==> config.mk <==
export PLATFORM = sky130hd
export DESIGN_NAME = mem_bus_arbiter
export DESIGN_NICKNAME = d
export VERILOG_FILES = /design/src/rtl/mem_bus_arbiter.sv
export SDC_FILE = /design/constraint.sdc
export NUM_CORES = 1
export LEC_CHECK = 0
export ABC_CLOCK_PERIOD_IN_PS = 1600
export BUFFER_PORTS_ARGS = -buffer_cell sky130_fd_sc_hd__buf_4
export CAP_MARGIN = 25
export CELL_PAD_IN_SITES_DETAIL_PLACEMENT = 0
export CELL_PAD_IN_SITES_GLOBAL_PLACEMENT = 1
export CORE_ASPECT_RATIO = 0.5
export CORE_UTILIZATION = 29
export DETAILED_ROUTE_END_ITERATION = 7
export PLACE_DENSITY_LB_ADDON = 0.15
export SYNTH_ARGS = -nofsm -noshare
export SYNTH_HDL_FRONTEND = slang
export SYNTH_SLANG_ARGS = --single-unit
==> constraint.sdc <==
create_clock -name clk -period 1.6 [get_ports clk]
set_clock_uncertainty 0.1 [all_clocks]
set_input_delay 0.08 -clock clk [delete_from_list [all_inputs] [get_ports clk]]
set_output_delay 0.08 -clock clk [all_outputs]
set_load 0.02 [all_outputs]
==> src/rtl/mem_bus_arbiter.sv <==
// Arbitrates the single external memory bus between instruction fetch and the
// MEM-stage load/store path, with MEM priority, a bus timeout and flush-drop.
module mem_bus_arbiter #(
   parameter int AW      = 32,
   parameter int DW      = 32,
   parameter int TIMEOUT = 255
) (
   input  logic          clk,
   input  logic          rst,
   input  logic          flush,
   input  logic          if_req,
   input  logic [AW-1:0] if_addr,
   output logic [DW-1:0] if_rdata,
   output logic          if_ack,
   output logic          if_err,
   input  logic          mem_req,
   input  logic          mem_we,
   input  logic [3:0]    mem_sel,
   input  logic [AW-1:0] mem_addr,
   input  logic [DW-1:0] mem_wdata,
   output logic [DW-1:0] mem_rdata,
   output logic          mem_ack,
   output logic          mem_err,
   output logic          bus_req,
   output logic          bus_we,
   output logic [3:0]    bus_sel,
   output logic [AW-1:0] bus_addr,
   output logic [DW-1:0] bus_wdata,
   input  logic [DW-1:0] bus_rdata,
   input  logic          bus_ack,
   output logic          stall_req_if,
   output logic          stall_req_mem,
   output logic [1:0]    dbg_state
);

   // Handshake: a requester holds *_req and its command stable until it sees
   // the one-cycle *_ack pulse; on the bus, bus_req and the command stay
   // stable until the slave returns a one-cycle bus_ack (or the timer expires).

   typedef enum logic [1:0] {
      IDLE     = 2'd0,
      MEM_BUSY = 2'd1,
      IF_BUSY  = 2'd2,
      IF_DROP  = 2'd3
   } state_t;

   localparam int TW = (TIMEOUT > 1) ? $clog2(TIMEOUT) : 1;
   localparam logic [TW-1:0] TIMER_LAST = TW'(TIMEOUT - 1);

   state_t        state, state_n;
   logic [TW-1:0] timer, timer_n;
   logic          bus_req_n, bus_we_n;
   logic [3:0]    bus_sel_n;
   logic [AW-1:0] bus_addr_n;
   logic [DW-1:0] bus_wdata_n, if_rdata_n, mem_rdata_n;
   logic          if_ack_n, if_err_n, mem_ack_n, mem_err_n;

   assign stall_req_if  = if_req & ~if_ack;
   assign stall_req_mem = mem_req & ~mem_ack;
   assign dbg_state     = state;

   always_comb begin
      state_n     = state;
      timer_n     = timer;
      bus_req_n   = bus_req;
      bus_we_n    = bus_we;
      bus_sel_n   = bus_sel;
      bus_addr_n  = bus_addr;
      bus_wdata_n = bus_wdata;
      if_rdata_n  = if_rdata;
      mem_rdata_n = mem_rdata;
      if_ack_n    = 1'b0;
      if_err_n    = 1'b0;
      mem_ack_n   = 1'b0;
      mem_err_n   = 1'b0;

      if (state == IDLE) begin
         timer_n = '0;
         // A requester still seeing its ack this cycle has not yet dropped req.
         if (mem_req && !mem_ack) begin
            bus_req_n   = 1'b1;
            bus_we_n    = mem_we;
            bus_sel_n   = mem_sel;
            bus_addr_n  = mem_addr;
            bus_wdata_n = mem_wdata;
            state_n     = MEM_BUSY;
         end else if (if_req && !if_ack && !flush) begin
            bus_req_n   = 1'b1;
            bus_we_n    = 1'b0;
            bus_sel_n   = 4'hF;
            bus_addr_n  = if_addr;
            bus_wdata_n = '0;
            state_n     = IF_BUSY;
         end
      end else begin
         timer_n = timer + TW'(1);
         if (bus_ack || timer == TIMER_LAST) begin
            bus_req_n = 1'b0;
            timer_n   = '0;
            state_n   = IDLE;
            if (state == MEM_BUSY) begin
               mem_ack_n   = 1'b1;
               mem_err_n   = ~bus_ack;
               mem_rdata_n = (bus_ack && !bus_we) ? bus_rdata : '0;
            end else if (state == IF_BUSY && !flush) begin
               if_ack_n   = 1'b1;
               if_err_n   = ~bus_ack;
               if_rdata_n = bus_ack ? bus_rdata : '0;
            end
         end else if (state == IF_BUSY && flush) begin
            // The issued bus cycle must still complete; only its result dies.
            state_n = IF_DROP;
         end
      end
   end

   always_ff @(posedge clk) begin
      if (rst) begin
         state     <= IDLE;
         timer     <= '0;
         bus_req   <= 1'b0;
         bus_we    <= 1'b0;
         bus_sel   <= 4'h0;
         bus_addr  <= '0;
         bus_wdata <= '0;
         if_rdata  <= '0;
         mem_rdata <= '0;
         if_ack    <= 1'b0;
         if_err    <= 1'b0;
         mem_ack   <= 1'b0;
         mem_err   <= 1'b0;
      end else begin
         state     <= state_n;
         timer     <= timer_n;
         bus_req   <= bus_req_n;
         bus_we    <= bus_we_n;
         bus_sel   <= bus_sel_n;
         bus_addr  <= bus_addr_n;
         bus_wdata <= bus_wdata_n;
         if_rdata  <= if_rdata_n;
         mem_rdata <= mem_rdata_n;
         if_ack    <= if_ack_n;
         if_err    <= if_err_n;
         mem_ack   <= mem_ack_n;
         mem_err   <= mem_err_n;
      end
   end

endmodule

==> impl_metrics.json <==
{
  "status": "finished clean",
  "critPathRequiredTime_ns": 1.82,
  "ys_seq_elements": 148,
  "r2r_cells": 7,
  "path_class": "reg -> reg",
  "dieArea_mm2": 0.01835,
  "synth_top_area_frac": 0.5746,
  "grt_pass1_wl_um": 25940,
  "cp.arrival_ns": 1.78,
  "share_comb_of_total_power": 0.201,
  "crit_start": "if_ack",
  "fillers": 1540,
  "ys_warn_count": 0,
  "grt_pass1_vias": 5097,
  "syn-num-nets": 629,
  "rrSetupSlack_ns": 0.03,
  "syn-instance-count": 488,
  "synth_area_per_cell_um2": 10.57,
  "slew_violations": 0,
  "dp_hpwl_um": 10770,
  "min_period_over_period": 0.9784,
  "gr-total-overflow": 0,
  "grt_max_degree": 34,
  "netSwitchingPower_mw": 2.741,
  "vias_per_cell": 4.568,
  "rows": 34,
  "hold_path_class": "in -> reg",
  "drcViolationCount": 0,
  "leakagePower_nw": 4.505,
  "intPower_mw": 7.762,
  "switching_share": 0.2610,
  "initialDrtViolationCount": 181,
  "die_h_um": 96.29,
  "grtUsageTotal": 0.1805,
  "cts_tree": "yes",
  "cts.sinks": 148,
  "cts_hold_buffers": 135,
  "worst_pin_slew_ns": 0.4624,
  "finalWirelength_um": 17930,
  "instances_no_fill": 1167,
  "worstReg2RegEnd": "bus_addr[9]",
  "initial_utilization": 0.2963,
  "yosys.area.top_type": "dfxtp_1",
  "maxCapViolations": 0,
  "htree_levels": 4,
  "clkTransAtPathRegs_ns": 0.06,
  "numCtsBuffers": 17,
  "fin_nets": 1061,
  "r2r-start": "if_ack",
  "cp-start-kind": "register",
  "fin_area_mm2": 0.009966,
  "ant_nets": 0,
  "ys_types": 35,
  "seq_area_frac_synth": 0.5746,
  "syn-cell-area_mm2": 0.005156,
  "ir_drop_uv": 743.7,
  "placed_cell_area_mm2": 0.007661,
  "die_w_um": 190.6,
  "vias": 5331,
  "antenna_found_initial": 0,
  "n_antenna_cell": 0,
  "final_util": 0.5728,
  "drive_gt1_frac": 0.4105,
  "place_inst": 989,
  "io_buffers": 280,
  "p_total_mw": 10.50,
  "rsz0062_at_grt": "true",
  "area_delta_synth_final_pct": 93.28,
  "crit_path_end": "bus_addr[9]",
  "setup_ws_ns": 0.03454,
  "p_seq_frac": 0.385,
  "setup_viol": 0,
  "endpoint_kind": "register",
  "max_freq_mhz": 638.8,
  "p_per_area_mw_per_mm2": 1054,
  "preCtsSetupSlack_ns": -0.1587,
  "cts-root-buf": "clkbuf_16",
  "p_clk_frac": 0.414,
  "clk_latency_ns": 0.41,
  "crit_fanout": 8,
  "core-area_mm2": 0.01740,
  "wl_per_cell_um": 15.37,
  "hold_viol": 0,
  "io_pins": 281,
  "relSlewSlack": 0.6910,
  "gp_congestion": 0.7318,
  "yosys-top-cells-area": "dfxtp_1, a22o_1, nand2_1",
  "clk_path_buf_depth": 2,
  "fin_crit_ns": 1.565,
  "first_pass_iters": 4
}
[cell type report]
| type | count | area, um^2 | area share |
|---|---|---|---|
| inverters | 3 | 13.76 | 0.001381 |
| clock inverters | 13 | 192.7 | 0.01933 |
| well taps | 234 | 292.8 | 0.02938 |
| clock buffers | 19 | 452.9 | 0.04545 |
| flip-flops and latches | 148 | 2967 | 0.2977 |
| repair buffers | 452 | 3974 | 0.3987 |
| multi-input cells | 298 | 2073 | 0.2080 |
[registers in the layout, summed over array words and instances (netlist names), 2 cells and up]
signal / count
bus_addr: 32
bus_sel: 4
bus_wdata: 32
dbg_state: 2
if_rdata: 32
mem_rdata: 32
timer: 8
[power groups by stage]
stage	registers, mW	clock network, mW	logic, mW
2_1_floorplan	4.39	0	0.572
4_1_cts	4.04	4.45	1.98
3_5_place_dp	4.12	0	1.68
6_report	4.04	4.35	2.11
5_1_grt	4.07	4.66	2.26
3_3_place_gp	4.12	0	1.68
[per-stage QoR]
stage / setup TNS [ns] / hold WS (ns)
final: 0 / 0.0009152
after global routing: -0.4353 / -0.006739
after CTS: -1.884 / 0.01052
after detailed placement: -6.892 / 0.2000
after global placement: -6.121 / 0.1957
after floorplan: 0 / 0.1127
[how the worst min path moves through the flow]
stage	end	start	depth (start not counted)
finish	dbg_state[0]	flush	4
global route	dbg_state[0]	flush	4
CTS	dbg_state[0]	flush	4
detailed placement	bus_wdata[16]	mem_wdata[16]	2
global placement	bus_wdata[7]	mem_wdata[7]	2
floorplan	mem_rdata[10]	bus_rdata[10]	1
[critical path, stage by stage (launching register included)]
cell,delay (ns)
dfxtp_2,0.33
nor3b_4,0.20
o21a_4,0.21
buf_6,0.11
buf_12,0.13
buf_12,0.12
nor2_2,0.04
a311oi_2,0.23
[what timing repair did]
| item | in CTS | in global routing |
|---|---|---|
| pin swaps | 14 | 25 |
| buffers inserted | 1 | 4 |
| endpoints found under the hold margin | 138 | 1 |
| cloned | 1 | 5 |
| resized for setup | 7 | 23 |
| setup endpoints to repair | 92 | 95 |
[synth_stat cells]
cell and n:
nor2_4 1, or2_1 1, o21a_1 1, nor2b_1 2, nor2_1 56, o22ai_1 1, nor3b_2 1, a311oi_2 9
a41oi_1 1, inv_4 1, inv_1 2, xor2_1 3, clkbuf_1 12, or3_1 1, o21ai_0 1, nor2_2 1
nor3_1 8, xnor2_1 3, nand4_1 1, nor3b_1 1, a31oi_1 1, a21oi_1 3, a22o_1 97, buf_2 18
dfxtp_1 148, buf_6 5, nand3_1 4, and3_1 1, nand2b_1 1, and4_1 1, a311oi_1 23, buf_4 5
nand2_1 70, ha_1 2, o21bai_1 2
[cells by family (layout without fill, tap and decap cells)]
logic type / after synthesis / after routing / synth area share
AO/OA/AOI/OAI: 139 / 139 / 0.2424
XOR/XNOR: 6 / 6 / 0.01019
AND/OR/NAND/NOR: 150 / 151 / 0.1208
adder cells (fa/ha/maj): 2 / 2 / 0.004852
buffers and inverters: 43 / 487 / 0.04708
flip-flops: 148 / 148 / 0.5746
[cells in the final DEF (no fill, tap or decap), types with 6 or more instances in the layout]
| master | n |
|---|---|
| nor2_1 | 53 |
| nor3_1 | 8 |
| buf_4 | 296 |
| dfxtp_1 | 145 |
| a22o_1 | 97 |
| clkbuf_16 | 21 |
| nand2_1 | 69 |
| dlygate4sd3_1 | 135 |
| a311oi_1 | 20 |
| buf_12 | 10 |
| a311oi_2 | 12 |
| buf_6 | 6 |
[metal layers]
metal | share of wire | global-route usage | wire (um) | vias up
met5 | 0 | 0 | 0 | -
met4 | 0.0072 | 0.04533 | 130 | 0
met3 | 0.055 | 0.05177 | 995 | 13
met2 | 0.47 | 0.3018 | 8452 | 157
met1 | 0.47 | 0.2295 | 8352 | 2520
li1 | - | - | - | 2641
(Power assumes the default switching activity.)
